### config.mk
export PLATFORM = sky130hd
export DESIGN_NAME = data_field
export DESIGN_NICKNAME = d
export VERILOG_FILES = /design/src/rtl/data_field.sv
export SDC_FILE = /design/constraint.sdc
export NUM_CORES = 1
export LEC_CHECK = 0
export BUFFER_PORTS_ARGS = -buffer_cell sky130_fd_sc_hd__buf_4
export CORE_MARGIN = 2
export CORE_UTILIZATION = 55
export CTS_CLUSTER_SIZE = 10
export DETAILED_ROUTE_END_ITERATION = 6
export GPL_ROUTABILITY_DRIVEN = 0
export MAX_ROUTING_LAYER = met4
export PLACE_DENSITY = 0.81
export SYNTH_ARGS = -nofsm -noshare
export SYNTH_HDL_FRONTEND = slang
export SYNTH_SLANG_ARGS = --single-unit
### constraint.sdc
create_clock -name clock -period 5.24 [get_ports clock]
set_input_delay 0.262 -clock clock [delete_from_list [all_inputs] [get_ports clock]]
set_output_delay 0.262 -clock clock [all_outputs]
set_load 0.02 [all_outputs]
### src/rtl/data_field.sv
// ----------------------------------------------------------------------------
// data_field
//   Serialises the data field of a frame: up to 8 payload bytes, byte 0
//   (data[63:56]) first, MSB first. One bit advances on each rising edge of
//   the bit-timing strobe sample_point.
//
// Ports
//   clock            in   rising-edge clock
//   reset_n          in   synchronous reset, active-high despite the name
//   enable           in   block enable; 0 aborts and holds idle
//   sample_point     in   bit-timing strobe; each 0->1 advances one bit
//   Tx_request       in   transmit request from the frame controller
//   control_complete in   control field finished; data field may start
//   dlc    [3:0]     in   data length code in bytes (9..15 treated as 8)
//   data   [63:0]    in   payload, latched at start
//   data_bit         out  serial bit; 1 (recessive) when not transmitting
//   bit_counter [5:0] out index of the bit currently on data_bit
//   data_complete    out  high while in COMPLETE
// ----------------------------------------------------------------------------
module data_field (
    input  logic        clock,
    input  logic        reset_n,
    input  logic        enable,
    input  logic        sample_point,
    input  logic        Tx_request,
    input  logic        control_complete,
    input  logic [3:0]  dlc,
    input  logic [63:0] data,
    output logic        data_bit,
    output logic [5:0]  bit_counter,
    output logic        data_complete
);

    typedef enum logic [1:0] {
        S_IDLE,
        S_TRANSMIT,
        S_COMPLETE
    } state_t;

    state_t      r_state;
    state_t      w_state_next;

    logic        r_sp_prev;
    logic [63:0] r_shift;
    logic [6:0]  r_nb;
    logic [5:0]  r_cnt;

    logic        w_advance;
    logic        w_start;
    logic        w_last;
    logic [3:0]  w_dlc_eff;

    assign w_dlc_eff = (dlc > 4'd8) ? 4'd8 : dlc;
    assign w_advance = sample_point & ~r_sp_prev;
    assign w_start   = enable & Tx_request & control_complete;
    assign w_last    = ({1'b0, r_cnt} == (r_nb - 7'd1));

    // State register
    always_ff @(posedge clock) begin
        if (reset_n) begin
            r_state <= S_IDLE;
        end else begin
            r_state <= w_state_next;
        end
    end

    // Next-state logic; enable=0 overrides every other transition
    always_comb begin
        w_state_next = r_state;
        case (r_state)
            S_IDLE: begin
                if (w_start) begin
                    w_state_next = (w_dlc_eff == 4'd0) ? S_COMPLETE : S_TRANSMIT;
                end
            end
            S_TRANSMIT: begin
                if (w_advance && w_last) begin
                    w_state_next = S_COMPLETE;
                end
            end
            S_COMPLETE: begin
                if (!Tx_request || !control_complete) begin
                    w_state_next = S_IDLE;
                end
            end
            default: w_state_next = S_IDLE;
        endcase
        if (!enable) begin
            w_state_next = S_IDLE;
        end
    end

    // Datapath: strobe history, payload shift register, bit total, bit index
    always_ff @(posedge clock) begin
        if (reset_n) begin
            r_sp_prev <= 1'b0;
            r_shift   <= '0;
            r_nb      <= '0;
            r_cnt     <= '0;
        end else begin
            r_sp_prev <= sample_point;
            if (r_state == S_IDLE && w_start) begin
                r_shift <= data;
                r_nb    <= {w_dlc_eff, 3'b000};
            end
            if (w_state_next == S_IDLE) begin
                r_cnt <= '0;
            end else if (r_state == S_TRANSMIT && w_advance && !w_last) begin
                r_cnt   <= r_cnt + 6'd1;
                r_shift <= {r_shift[62:0], 1'b0};
            end
        end
    end

    // Outputs: the current bit is always the MSB of the shift register
    always_comb begin
        data_bit      = 1'b1;
        data_complete = 1'b0;
        bit_counter   = r_cnt;
        case (r_state)
            S_TRANSMIT: data_bit = r_shift[63];
            S_COMPLETE: data_complete = 1'b1;
            default: ;
        endcase
    end

endmodule

---- After elaboration in Yosys (flattened, before gate mapping) ----
Index checks and enable logic that the tools add are counted.
storage, ports and cells
  output and inout port bits .............. 8
  flip-flop bits (word level) ............. 77
  input bits .............................. 74
operators by class
  reductions and logical operators ........ 12
  magnitude comparators ................... 1
  bitwise gates (word level) .............. 4
  add/sub/neg operators ................... 2
  eq/ne operators ......................... 3
  mux-type cells .......................... 12
operator list
  operator                                           count
  2-to-1 mux 64 bit                                  3
  2-to-1 mux 2 bit                                   5
  == test 6 x 7 -> 1 bit                             1
  subtractor 7 x 1 -> 7 bit (second input constant)  1
  adder 6 x 1 -> 6 bit (second input constant)       1
  case mux 2 bit (3 select lines)                    1
  > comparator 4 bit (second input constant)         1
  logical AND 1 bit                                  4
  logical NOT 2 bit                                  2
  logical NOT 4 bit                                  1
  2-to-1 mux 4 bit                                   1
  AND 1 bit                                          3
  logical NOT 1 bit                                  3
  == test 2 x 1 -> 1 bit (second input constant)     1
  == test 2 bit (second input constant)              1
  2-to-1 mux 1 bit                                   2
  OR reduction 2 bit                                 1
  logical OR 1 bit                                   1
  inverter 1 bit                                     1

---- Depth between registers and ports, before layout ----
Gate-level depths: netlist of the first run.
  word-level depth ........................ 9
  gate-level depth with buffers ........... 8
  mapped depth without buffers ............ 7

---- Worst setup path after synthesis of the first run ----
Ideal clock, no wire load.
  kind .................................... reg-to-reg
  start ................................... reg r_nb[3]
  end ..................................... reg r_shift[10]
  path buffers ............................ 1
  setup time .............................. 0.134 ns
  arrival ................................. 1.934 ns
  path slack .............................. 3.172 ns
  required time ........................... 5.106 ns
  cell stages (with the launch flop) ...... 9
  path through ............................ dfxtp_1 -> inv_1 -> ha_1 -> xor2_1 -> or4_4 -> a31o_2 -> nand3_2 -> buf_2 -> a211oi_1
on the way
  longest elaborated chain between the ends .. 8
RTL lines
  what                             line  text
  from (decl)                      45    logic [6:0] r_nb;
  from (signal assigned)           104   r_nb <= {w_dlc_eff, 3'b000};
  subtractor 7 x 1 -> 7 bit *      56    assign w_last = ({1'b0, r_cnt} == (r_nb - 7'd1));
  == test 6 x 7 -> 1 bit *         56
  logical AND 1 bit                77    if (w_advance && w_last) begin
  2-to-1 mux 2 bit                 77
  case mux 2 bit (3 select lines)  70    case (r_state)
  2-to-1 mux 2 bit                 88    if (!enable) begin
  logical NOT 2 bit                106   if (w_state_next == S_IDLE) begin
  2-to-1 mux 64 bit *              106
  to (signal assigned)             103   r_shift <= data;
  to (signal assigned)             110   r_shift <= {r_shift[62:0], 1'b0};
  to (decl)                        44    logic [63:0] r_shift;
Every way passes the cells marked *; elsewhere a longest branch is shown, timed or not.
A chain may end at the register's enable or synchronous reset.

---- Worst setup path in the final report of the first run ----
  start ................................... reg r_nb[3]
  end ..................................... reg r_shift[24]
Same word-level chain as after synthesis.

==> results of run 1 <==
-- placed cells by master, fill, tap and decap left out, drive strengths merged, types with 5 or more instances in the layout --
| cell | instances |
|---|---|
| nor3 | 63 |
| mux2i | 64 |
| nand3b | 5 |
| buf | 85 |
| nand2 | 10 |
| a211oi | 63 |
| dfxtp | 77 |
| clkbuf | 11 |
| a21oi | 11 |
-- final cells by class --
class,instances,area share
clock buffer,11,0.0322
clock inverter,5,0.0137
inverter,4,0.00342
multi-input combinational,261,0.432
sequential,77,0.351
tap,77,0.0219
timing repair buffer,85,0.145
-- synth_stat cells, types with 2 or more instances --
| cell | instances | area share |
|---|---|---|
| xor2_1 | 3 | 0.0073 |
| o21ai_0 | 2 | 0.0028 |
| inv_1 | 4 | 0.0042 |
| nand3b_1 | 5 | 0.010 |
| nor2_1 | 4 | 0.0042 |
| nand2_1 | 10 | 0.010 |
| or2_2 | 3 | 0.0052 |
| nor3_1 | 63 | 0.087 |
| dfxtp_1 | 77 | 0.43 |
| nand2b_1 | 3 | 0.0052 |
| o31ai_1 | 3 | 0.0062 |
| mux2i_1 | 64 | 0.18 |
| buf_2 | 19 | 0.026 |
| or4_1 | 2 | 0.0042 |
| nor2b_1 | 2 | 0.0035 |
| nor4_1 | 2 | 0.0035 |
| o21ai_1 | 2 | 0.0028 |
| a21oi_1 | 11 | 0.015 |
| a31o_2 | 2 | 0.0048 |
| clkbuf_1 | 15 | 0.016 |
| nand3_1 | 3 | 0.0042 |
| nand4_1 | 3 | 0.0052 |
| ha_1 | 2 | 0.0069 |
| a211oi_1 | 63 | 0.13 |
-- metal layers --
metal,global-route usage,wire length (um)
met1,0.316,3620
met4,0.0548,47
met2,0.378,4010
met5,-,0
met3,0.0613,426
-- kinds of logic (layout without fill, tap and decap cells) --
logic type,Yosys count,after routing,share of synthesized area
AND/OR/NAND/NOR,106,106,0.157
AO/OA/AOI/OAI,85,85,0.171
flip-flops,77,77,0.426
multiplexers,65,65,0.180
buffers and inverters,40,105,0.0512
XOR/XNOR,3,3,0.00727
adder cells (fa/ha/maj),2,2,0.00692
-- final timing paths --
path	end	from	slack [ps]	depth (start not counted)
setup / recovery	r_shift[24]	r_nb[3]	2070	8
hold / removal	r_sp_prev	sample_point	140	2
setup reg to reg	r_shift[24]	r_nb[3]	2070	8
hold reg to reg	r_nb[4]	r_nb[4]	480	2
-- worst max-delay path: cells and delay by family (launching register included) --
kind | cells | cell delay [ps]
AO/OA/AOI/OAI | 2 | 1140
XOR/XNOR | 1 | 160
adder cells (fa/ha/maj) | 1 | 200
buffers and inverters | 2 | 540
flip-flops | 1 | 390
AND/OR/NAND/NOR | 2 | 600
-- state kept, by name, summed over array words and instances (netlist names) --
register     count
r_state          2
r_shift         64
bit_counter      6
r_nb             4
r_sp_prev        1
-- metrics by stage --
stage / util / std cells / setup WS [ps] / cell area (sq um)
2_1_floorplan: - / 378 / 3170 / 3620
3_3_place_gp: 0.660 / 504 / 2210 / 4190
3_5_place_dp: 0.660 / 504 / 2100 / 4190
4_1_cts: 0.691 / 520 / 2060 / 4390
5_1_grt: 0.691 / 520 / 1850 / 4390
6_report: 0.691 / 520 / 2070 / 4390
-- where the power goes --
part / internal [mW] / total (mW) / switching (mW)
Sequential: 0.606 / 0.618 / 0.0117
Clock: 0.234 / 0.451 / 0.217
Combinational: 0.0674 / 0.116 / 0.0489
Total: 0.908 / 1.19 / 0.277
==> results.yml, run 1 <==
outcome:
  status: "finished clean"
clocking:
  cts_tree: "yes"
  post_cts_buffers: 0
  clock-sinks: 77
  htreeDepth: 3
  clockBufferDepth: 2
  cts_buffers: 9
  clk_pin_slew_worst_paths_ps: 80
  cts_resized: 0
  clock_latency_ps: 340
  postCtsHoldBufs: 0
  clockRootBuffer: "clkbuf_8"
timing:
  fin_crit_sh: 0.604
  rsz0062_at_grt: "false"
  fin_skew_ps: 11.2
  fin_tns_setup_ps: 0
  fmax_ghz: 0.316
  slew_viol_final: 0
  relSlewSlack: 0.230
  finalHoldViolations: 0
  worst_pin_slew_ps: 1150
  holdWs_ps: 144
  finalSetupViolations: 0
  period_needed_ps: 3170
logic_synthesis:
  syn_area_sq_mm: 0.00362
  yosysSeqAreaShare: 0.426
  synth_edf_count: 0
  yosys_most_used_dff: "dfxtp_1"
  syn_area_per_cell_sq_um: 9.57
  syn_nets: 454
  synthArstFlopShare: 0
  ys.warnings.count: 0
  synth_seq_cells: 77
  netlist_instances: 378
  ys_types: 35
worst_setup_path:
  crit_path_start_kind: "flop"
  path_cells: "inv_1, ha_1, xor2_1, or4_4, a31oi_4, buf_4, nor3_1, a211oi_1"
  path_max_fanout: 39
  crit_path_end_kind: "flop"
  cpMaxStageDelayCell: "a31oi_4"
  cp.arrival_ps: 3410
  worstSetupPathType: "flop to flop"
  critical_path_required_ps: 5480
  cp_slowest_stage_delay_ps: 840
floorplanning:
  die_h_um: 85.1
  die_w_um: 85.1
  num_rows: 29
  ios: 82
  fp.dieArea_sq_mm: 0.00724
  start_util: 0.569
  core_area_sq_mm: 0.00635
global_routing:
  grt_usage: 0.241
  grt_max_degree: 70
  gr-total-overflow: 0
  grt_pass1_vias: 2969
  antenna_found_initial: 0
  grt_pass1_wl_mm: 14.0
power:
  powerDensity_mw_per_mm2: 270
  peakVddDrop_mv: 0.259
  power.leakage_nw: 1.64
  total_power_mw: 1.19
detailed_routing:
  drt_wl_total_mm: 8.10
  drc_errors: 0
  first_pass_iters: 4
  drt_iter0_markers: 194
  wl_per_cell_um: 15.6
  vias: 3155
  routed_via_density: 6.07
  antenna_left: 0
final_layout:
  fillers: 532
  multi_input_area_sq_mm: 0.00190
  n_antenna_cell: 0
  nets: 514
  drive_gt1_frac: 0.251
  syn_to_final_growth_pct: 21.4
  seq_area_sq_mm: 0.00154
placement:
  dp_hpwl_mm: 5.13
  io_buffer_count: 81
hold_path:
  hold_class: "input port to flop"
run:
  drv_cap: 0
Power figures use the tool's default switching activity.
==> inputs of run 2 (changes only) <==
Settings changed: CORE_UTILIZATION 55 to 49, PLACE_DENSITY 0.81 to 0.76.
Clock period 5.24 ns to 2.6 ns, I/O delays scaled along.
==> results.yml, run 2 (same netlist as run 1, synthesis figures left out) <==
floorplanning:
  ios: 82
  core_area_sq_mm: 0.00721
  die_w_um: 89.9
  num_rows: 31
  die_h_um: 89.9
  start_util: 0.501
  fp.dieArea_sq_mm: 0.00808
worst_setup_path:
  path_cells: "inv_1, ha_1, xor2_1, or4_4, a31oi_4, buf_12, nor3_1, a211oi_1"
  worstSetupPathType: "flop to flop"
  cp_slowest_stage_delay_ps: 520
  cp_top_family: "simple AND/OR/NAND/NOR gates"
  crit_path_end_kind: "flop"
  path_buf_inv: 2
  path_max_fanout: 72
  cp.arrival_ps: 2570
  cpMaxStageDelayCell: "or4_4"
  cp_num_cells: 8
  critical_path_required_ps: 2840
  crit_path_start_kind: "flop"
  ff2ff_path_depth: 8
timing:
  holdWs_ps: 41.9
  slew_viol_final: 0
  fin_skew_ps: 10.4
  fin_crit_sh: 0.894
  finalSetupViolations: 0
  fin_tns_setup_ps: 0
  period_needed_ps: 2330
  relSlewSlack: 0.649
  worst_pin_slew_ps: 525
  fmax_ghz: 0.430
  finalHoldViolations: 0
  rsz0062_at_grt: "false"
final_layout:
  regMostFlops: "r_shift"
  syn_to_final_growth_pct: 24.7
  final_common_cell: "buf_4"
  drive_gt1_frac: 0.256
  final_area_sq_mm: 0.00451
  layout_common_cells: "buf_4, dfxtp_1, mux2i_1"
  largest_register_ffs: 64
  nets: 518
  n_antenna_cell: 0
detailed_routing:
  routed_via_density: 5.80
  antenna_left: 0
  drt_iter0_markers: 172
  drc_errors: 0
  drt_wl_total_mm: 8.43
  wl_per_cell_um: 15.5
  vias: 3160
  first_pass_iters: 4
clocking:
  clockRootBuffer: "clkbuf_8"
  postCtsHoldBufs: 0
  cts_buffers: 9
  post_cts_buffers: 0
  clockBufferDepth: 2
  clk_pin_slew_worst_paths_ps: 80
  htreeDepth: 3
  cts_resized: 0
  clock-sinks: 77
  cts_tree: "yes"
  clock_latency_ps: 340
run:
  drv_cap: 0
global_routing:
  grt_max_degree: 73
  grt_pass1_vias: 3151
  grt_usage: 0.218
  gr-total-overflow: 0
  antenna_found_initial: 0
  grt_pass1_wl_mm: 14.4
outcome:
  status: "finished clean"
power:
  powerDensity_mw_per_mm2: 547
  power.leakage_nw: 1.68
  peakVddDrop_mv: 0.295
  total_power_mw: 2.47
hold_path:
  hold_path_depth: 2
  hold_class: "input port to flop"
placement:
  dpl_cell_area_sq_mm: 0.00430
  dp_hpwl_mm: 5.25
  io_buffer_count: 81
run 2: cell types whose count changed in the layout (fill, tap and decap cells not counted), sizes merged:
| cell | delta |
|---|---|
| buf | +4 |
| bufinv | +1 |
| clkinv | -2 |
run 2: cell type report:
cell class	count	area (sq um)
Clock buffer	11	141
Clock inverter	4	72.6
Fill cell	669	2710
Inverter	4	15.0
Multi-Input combinational cell	261	1900
Sequential cell	77	1540
Tap cell	99	124
Timing Repair Buffer	89	718
run 2: routing by layer:
metal	vias to the layer above	part of all wire	GRT usage	wire (um)
li1	1562	-	-	-
met1	1508	0.47	0.276	3970
met2	78	0.46	0.350	3900
met3	12	0.053	0.0503	444
met4	0	0.013	0.0667	111
met5	-	0	-	0
run 2: path summary, 6_finish.rpt:
path / start / end / slack [ps]
max: r_nb[3] / r_shift[38] / 270
min: sample_point / r_sp_prev / 40
max reg2reg: r_nb[3] / r_shift[38] / 270
min reg2reg: r_nb[4] / r_nb[4] / 490
run 2: per-stage QoR:
step           utilization  cells  worst slack, ps
4_1_cts              0.625    545              275
3_5_place_dp         0.595    530              308
5_1_grt              0.625    545              120
2_1_floorplan            -    378              532
6_report             0.625    545              275
3_3_place_gp         0.595    530              414
run 2: report_power, final:
| group | switching, mW | internal (mW) | leakage, nW |
|---|---|---|---|
| clock | 0.418 | 0.561 | 0.105 |
| combinational | 0.102 | 0.141 | 0.947 |
| sequential | 0.0230 | 1.22 | 0.626 |
